<file path="config.mk">
export PLATFORM = sky130hd
export DESIGN_NAME = ripple_count_monitor
export DESIGN_NICKNAME = d
export VERILOG_FILES = /design/src/rtl/ripple_count_monitor.sv
export SDC_FILE = /design/constraint.sdc
export NUM_CORES = 1
export LEC_CHECK = 0
export ABC_AREA = 1
export CAP_MARGIN = 20
export CORE_MARGIN = 2
export CORE_UTILIZATION = 53
export CTS_CLUSTER_DIAMETER = 80
export DETAILED_ROUTE_END_ITERATION = 10
export PLACE_DENSITY = 0.79
export SLEW_MARGIN = 20
export SYNTH_ARGS = -nofsm -noshare
export SYNTH_HDL_FRONTEND = slang
export SYNTH_SLANG_ARGS = --single-unit
</file>
<file path="constraint.sdc">
create_clock -name clk -period 2.2 [get_ports clk]
set_input_delay 0.22 -clock clk [delete_from_list [all_inputs] [get_ports clk]]
set_output_delay 0.22 -clock clk [all_outputs]
set_load 0.05 [all_outputs]
</file>
<file path="src/rtl/ripple_count_monitor.sv">
// ripple_count_monitor: receive-side checker for an asynchronous ripple
// up/down counter. It synchronises the raw flip-flop outputs, lets each value
// through only after it has been stable for a while (so ripple transients are
// dropped), publishes every settled count and classifies each settled step as
// up, down or illegal.
module ripple_count_monitor #(
  parameter int WIDTH         = 3,
  parameter int STABLE_CYCLES = 2,
  parameter int ERR_W         = 8
) (
  input  logic             clk,
  input  logic             rst,
  input  logic [WIDTH-1:0] q_in,
  input  logic             m_exp,
  input  logic             clr_err,
  output logic [WIDTH-1:0] count_out,
  output logic             count_valid,
  output logic             locked,
  output logic             dir_up,
  output logic             dir_down,
  output logic             step_err,
  output logic             dir_mismatch,
  output logic [ERR_W-1:0] err_count
);

  localparam int SCW = (STABLE_CYCLES < 1) ? 1 : $clog2(STABLE_CYCLES + 1);

  typedef enum logic {UNLOCKED = 1'b0, LOCKED = 1'b1} state_t;

  logic [WIDTH-1:0] sync1;
  logic [WIDTH-1:0] s;
  logic [WIDTH-1:0] s_d;
  // Valid flags travel alongside the data so values left over from reset are
  // never mistaken for a real sample: the first lock after reset is always a
  // value that was actually seen on q_in.
  logic             vld1;
  logic             vld2;
  logic             vld_d;
  logic [SCW-1:0]   stab_cnt;
  logic             same;
  logic             accept;
  logic [WIDTH-1:0] delta;
  logic             is_up;
  logic             is_down;
  logic             is_err;
  state_t           state;

  // Two-flop synchroniser per bit, plus a valid flag that fills after reset.
  always_ff @(posedge clk or posedge rst) begin
    if (rst) begin
      sync1 <= '0;
      s     <= '0;
      vld1  <= 1'b0;
      vld2  <= 1'b0;
    end else begin
      sync1 <= q_in;
      s     <= sync1;
      vld1  <= 1'b1;
      vld2  <= vld1;
    end
  end

  // Stability filter: count how long the synchronised value has held still.
  always_ff @(posedge clk or posedge rst) begin
    if (rst) begin
      s_d      <= '0;
      vld_d    <= 1'b0;
      stab_cnt <= '0;
    end else begin
      s_d   <= s;
      vld_d <= vld2;
      if (!vld2) begin
        stab_cnt <= '0;
      end else if (!same) begin
        stab_cnt <= SCW'(1);
      end else if (stab_cnt < SCW'(STABLE_CYCLES)) begin
        stab_cnt <= stab_cnt + SCW'(1);
      end
    end
  end

  // Acceptance fires exactly once, on the edge the run length reaches the target.
  always_comb begin
    same   = vld_d && (s == s_d);
    accept = 1'b0;
    if (vld2) begin
      if (same) begin
        accept = (stab_cnt == SCW'(STABLE_CYCLES - 1));
      end else begin
        accept = (STABLE_CYCLES == 1);
      end
    end
    delta   = s - count_out;
    is_up   = (delta == WIDTH'(1));
    is_down = (delta == {WIDTH{1'b1}});
    is_err  = accept && (state == LOCKED) && (s != count_out) && !is_up && !is_down;
  end

  // Lock/step FSM with registered outputs; pulses default low every cycle.
  always_ff @(posedge clk or posedge rst) begin
    if (rst) begin
      state        <= UNLOCKED;
      count_out    <= '0;
      count_valid  <= 1'b0;
      locked       <= 1'b0;
      dir_up       <= 1'b0;
      dir_down     <= 1'b0;
      step_err     <= 1'b0;
      dir_mismatch <= 1'b0;
    end else begin
      count_valid  <= 1'b0;
      dir_up       <= 1'b0;
      dir_down     <= 1'b0;
      step_err     <= 1'b0;
      dir_mismatch <= 1'b0;
      if (accept) begin
        case (state)
          UNLOCKED: begin
            count_out   <= s;
            count_valid <= 1'b1;
            locked      <= 1'b1;
            state       <= LOCKED;
          end
          LOCKED: begin
            // A transient that settles back on the old value is not a step.
            if (s != count_out) begin
              count_out    <= s;
              count_valid  <= 1'b1;
              dir_up       <= is_up;
              dir_down     <= is_down;
              step_err     <= !is_up && !is_down;
              dir_mismatch <= (is_up && m_exp) || (is_down && !m_exp);
            end
          end
          default: state <= UNLOCKED;
        endcase
      end
    end
  end

  // Saturating illegal-step counter; a clear coinciding with an error leaves 1.
  always_ff @(posedge clk or posedge rst) begin
    if (rst) begin
      err_count <= '0;
    end else if (is_err) begin
      if (clr_err) begin
        err_count <= ERR_W'(1);
      end else if (err_count != {ERR_W{1'b1}}) begin
        err_count <= err_count + ERR_W'(1);
      end
    end else if (clr_err) begin
      err_count <= '0;
    end
  end

endmodule

</file>
==> metrics.csv <==
stage;metric;value;unit
timing;slew_headroom;66.3;%
timing;worstMarginPinSlew;0.505;ns
global_route;grt_remaining_overflow;0;
worst_setup_path;worstPathRequired;2.45;ns
synthesis;yosysWarnings;0;
detailed_routing;wl_met3;185;um
synthesis;yosysMostFrequentCell;nand2_1;
synthesis;synth_cell_types;31;
timing;rsz0062_at_grt;false;
synthesis;synthFlopType;dfrtp_1;
finish;drive_above_1_share;19.0;%
placed_design;gp_congestion;0.800;
floorplanning;core_area;0.00281;sq mm
worst_setup_path;crit_fanout;3;
floorplanning;initial_core_util;56.5;%
detailed_routing;firstDrtPassIters;7;
run_status;status;finished with violations;
detailed_routing;vias;1218;
power_and_ir_drop;switchingPower;482;uW
timing;hold_violations;0;
power_and_ir_drop;pwr-share-seq;47.3;%
power_and_ir_drop;cellPowerDensity;720;mW/mm^2
clock_tree;cts_hold_buf;0;
finish;antennaDiodeCount;0;
floorplanning;fp.dieW;58.7;um
worst_hold_path;timing.hold.worst.class;input pin to asynchronous set/reset pin;
worst_setup_path;cp.arrival;2.33;ns
clock_tree;cts_sinks;32;
detailed_routing;via_per_inst;5.27;
placed_design;place_ws;0.158;ns
global_route;grt_start_max_net_pins;33;
clock_tree;path_clk_slew;0.10;ns
synthesis;synthArstFlopShare;100;%
detailed_routing;wl_met1;1.24;mm
floorplanning;dieHeight;58.7;um
clock_tree;cts_buffer_depth;2;
finish;layout.nets;211;
power_and_ir_drop;internal_power;912;uW
detailed_routing;routed_wl;2.92;mm
clock_tree;h-tree-depth;2;
clock_tree;clk_latency;0.33;ns
timing;setup_viol;0;
flow_run;maxCapViolCount;0;
clock_tree;cts_tree;built;
detailed_routing;top_layer;met4;
run_status;violations;design-rule violations;
floorplanning;rows;19;
global_route;grt_pass1_wl;5.06;mm
timing;final-max-slew-violation-count;0;
synthesis;synth_edf_count;0;
detailed_routing;initialDrtViolationCount;44;
power_and_ir_drop;peakVddDrop;407;uV
timing;setup_tns;0;ns
worst_setup_path;reg2regPathDepth;10;
synthesis;avgSynthCellArea;9.49;sq um
floorplanning;io_pins;24;
timing;hold_ws;0.256;ns
power_and_ir_drop;switching_share;34.5;%
synthesis;ys_ff_latch;32;
power_and_ir_drop;power_leakage;0.988;nW
placed_design;detailed_place_hpwl;2.17;mm
worst_setup_path;r2r_start;s[0];
synthesis;netlist_top_cells_area;dfrtp_1 51%, nand2_1 9.2%, nand3_1 5.1%;
power_and_ir_drop;power_frac_clock;24.9;%
timing;fmax;481;MHz
finish;final_area;0.00194;sq mm
clock_tree;cts_root_buffer;clkbuf_4;
synthesis;syn-instance-count;167;
global_route;antenna_found_initial;0;
timing;fin_crit;2.08;ns
placed_design;place_area;0.00186;sq mm
clock_tree;cts_buffers;5;
detailed_routing;wl_per_cell;12.6;um
worst_setup_path;start_kind;flop;
synthesis;syn_area;0.00159;sq mm
synthesis;syn_nets;179;
timing;min_period_over_period;94.6;%
timing;layout_setup_ws;0.119;ns
synthesis;synthTopCellsByCount;39 x nand2_1, 32 x dfrtp_1, 20 x inv_1, 16 x nand3_1, 8 x nor2_1;
synthesis;yosysSeqAreaShare;50.5;%
power_and_ir_drop;comb_power_share;27.8;%
placed_design;port_buffers;23;
floorplanning;fp.dieArea;0.00344;sq mm
detailed_routing;ant_nets;0;
worst_setup_path;end_kind;flop;
power_and_ir_drop;power;1.39;mW
timing;fin_skew;0.0136;ns
global_route;track_usage;20.0;%
worst_setup_path;startpoint;s[0];
detailed_routing;wl_met2;1.48;mm
synthesis;yosys.area.top_type;dfrtp_1;
worst_setup_path;crit_type;flop to flop;
synthesis;synth_top_cell_area_share;50.5;%
global_route;first_global_vias;1193;
finish;area_delta_synth_final;22.1;%
detailed_routing;drc;2;
per-stage QoR:
stage / instances / utilization, %
floorplan: 167 / -
global placement: 222 / 66.5
detailed placement: 222 / 66.5
CTS: 230 / 68.6
global route: 231 / 69.0
finish: 231 / 69.0
worst paths after layout:
check | to | slack (ns)
min reg2reg | s[1] | 0.34
max | dir_mismatch | 0.12
max in group asynchronous | err_count[2] | 1.65
min | s[1] | 0.26
max reg2reg | dir_mismatch | 0.12
min in group clk | sync1[1] | 0.32
state kept, by name, indices dropped and copies added, names as in the netlist:
| register | count |
|---|---|
| count_out | 3 |
| locked | 1 |
| dir_up | 1 |
| vld2 | 1 |
| step_err | 1 |
| dir_mismatch | 1 |
| vld1 | 1 |
| err_count | 8 |
| stab_cnt | 2 |
| s_d | 3 |
| dir_down | 1 |
| s | 3 |
| state | 1 |
| count_valid | 1 |
| sync1 | 3 |
| vld_d | 1 |
timing repair:
action / 4_1_cts / 5_1_grt
setup endpoints to repair: 0 / 4
buffers inserted: 0 / 1
gates resized for setup: 0 / 1
logic make-up (layout without fill, tap and decap cells):
| kind of cell | Yosys count | count (layout) | synth area share [%] |
|---|---|---|---|
| simple gates | 89 | 89 | 33.2 |
| flops | 32 | 32 | 50.5 |
| buf+inv | 27 | 60 | 6.47 |
| compound gates | 12 | 12 | 4.58 |
| fa+ha+maj | 5 | 5 | 4.42 |
| other cells | 1 | 1 | 0.237 |
| xor+xnor | 1 | 1 | 0.553 |
layout by cell type, fill, tap and decap left out, types with 2 or more instances in the layout:
master	n
nor2_2	4
nor2_1	8
nor3b_1	3
inv_1	20
buf_4	3
nand3_4	2
o21ai_1	3
nand3_2	3
nand2_1	39
nand4_4	2
nand2_4	3
inv_2	5
nand2_2	2
clkdlybuf4s50_1	23
clkbuf_4	5
nand3_1	16
a21oi_1	4
nand4_1	3
clkinv_2	2
ha_1	4
dfrtp_1	32
final cells by class:
type | count | area [sq um]
flip-flops and latches | 32 | 801
multi-input cells | 108 | 684
clock inverters | 2 | 10.0
well taps | 31 | 38.8
inverters | 26 | 97.6
repair buffers | 26 | 253
clock buffers | 6 | 51.3
fillers | 228 | 870
worst max-delay path, cell delays in order (launching register included):
cell and delay [ns]:
dfrtp_1 0.41, inv_2 0.08, ha_1 0.13, inv_1 0.05
fa_2 0.53, inv_1 0.04, nor2_1 0.10, nand3_2 0.13
buf_4 0.16, or2_2 0.26, a21oi_1 0.12
layer usage:
| metal | global-route usage [%] | vias to the layer above |
|---|---|---|
| met5 | 0 | - |
| met1 | 24.0 | 575 |
| li1 | - | 601 |
| met4 | 4.87 | 0 |
| met2 | 34.0 | 38 |
| met3 | 7.91 | 4 |
power by group through the flow:
stage | logic (mW) | clock network (mW) | registers (mW)
after global placement | 0.366 | 0 | 0.669
after CTS | 0.381 | 0.361 | 0.660
after detailed placement | 0.377 | 0 | 0.671
after global routing | 0.420 | 0.389 | 0.667
final | 0.388 | 0.347 | 0.659
after floorplan | 0.209 | 0 | 0.742
Power figures use the tool's default switching activity.
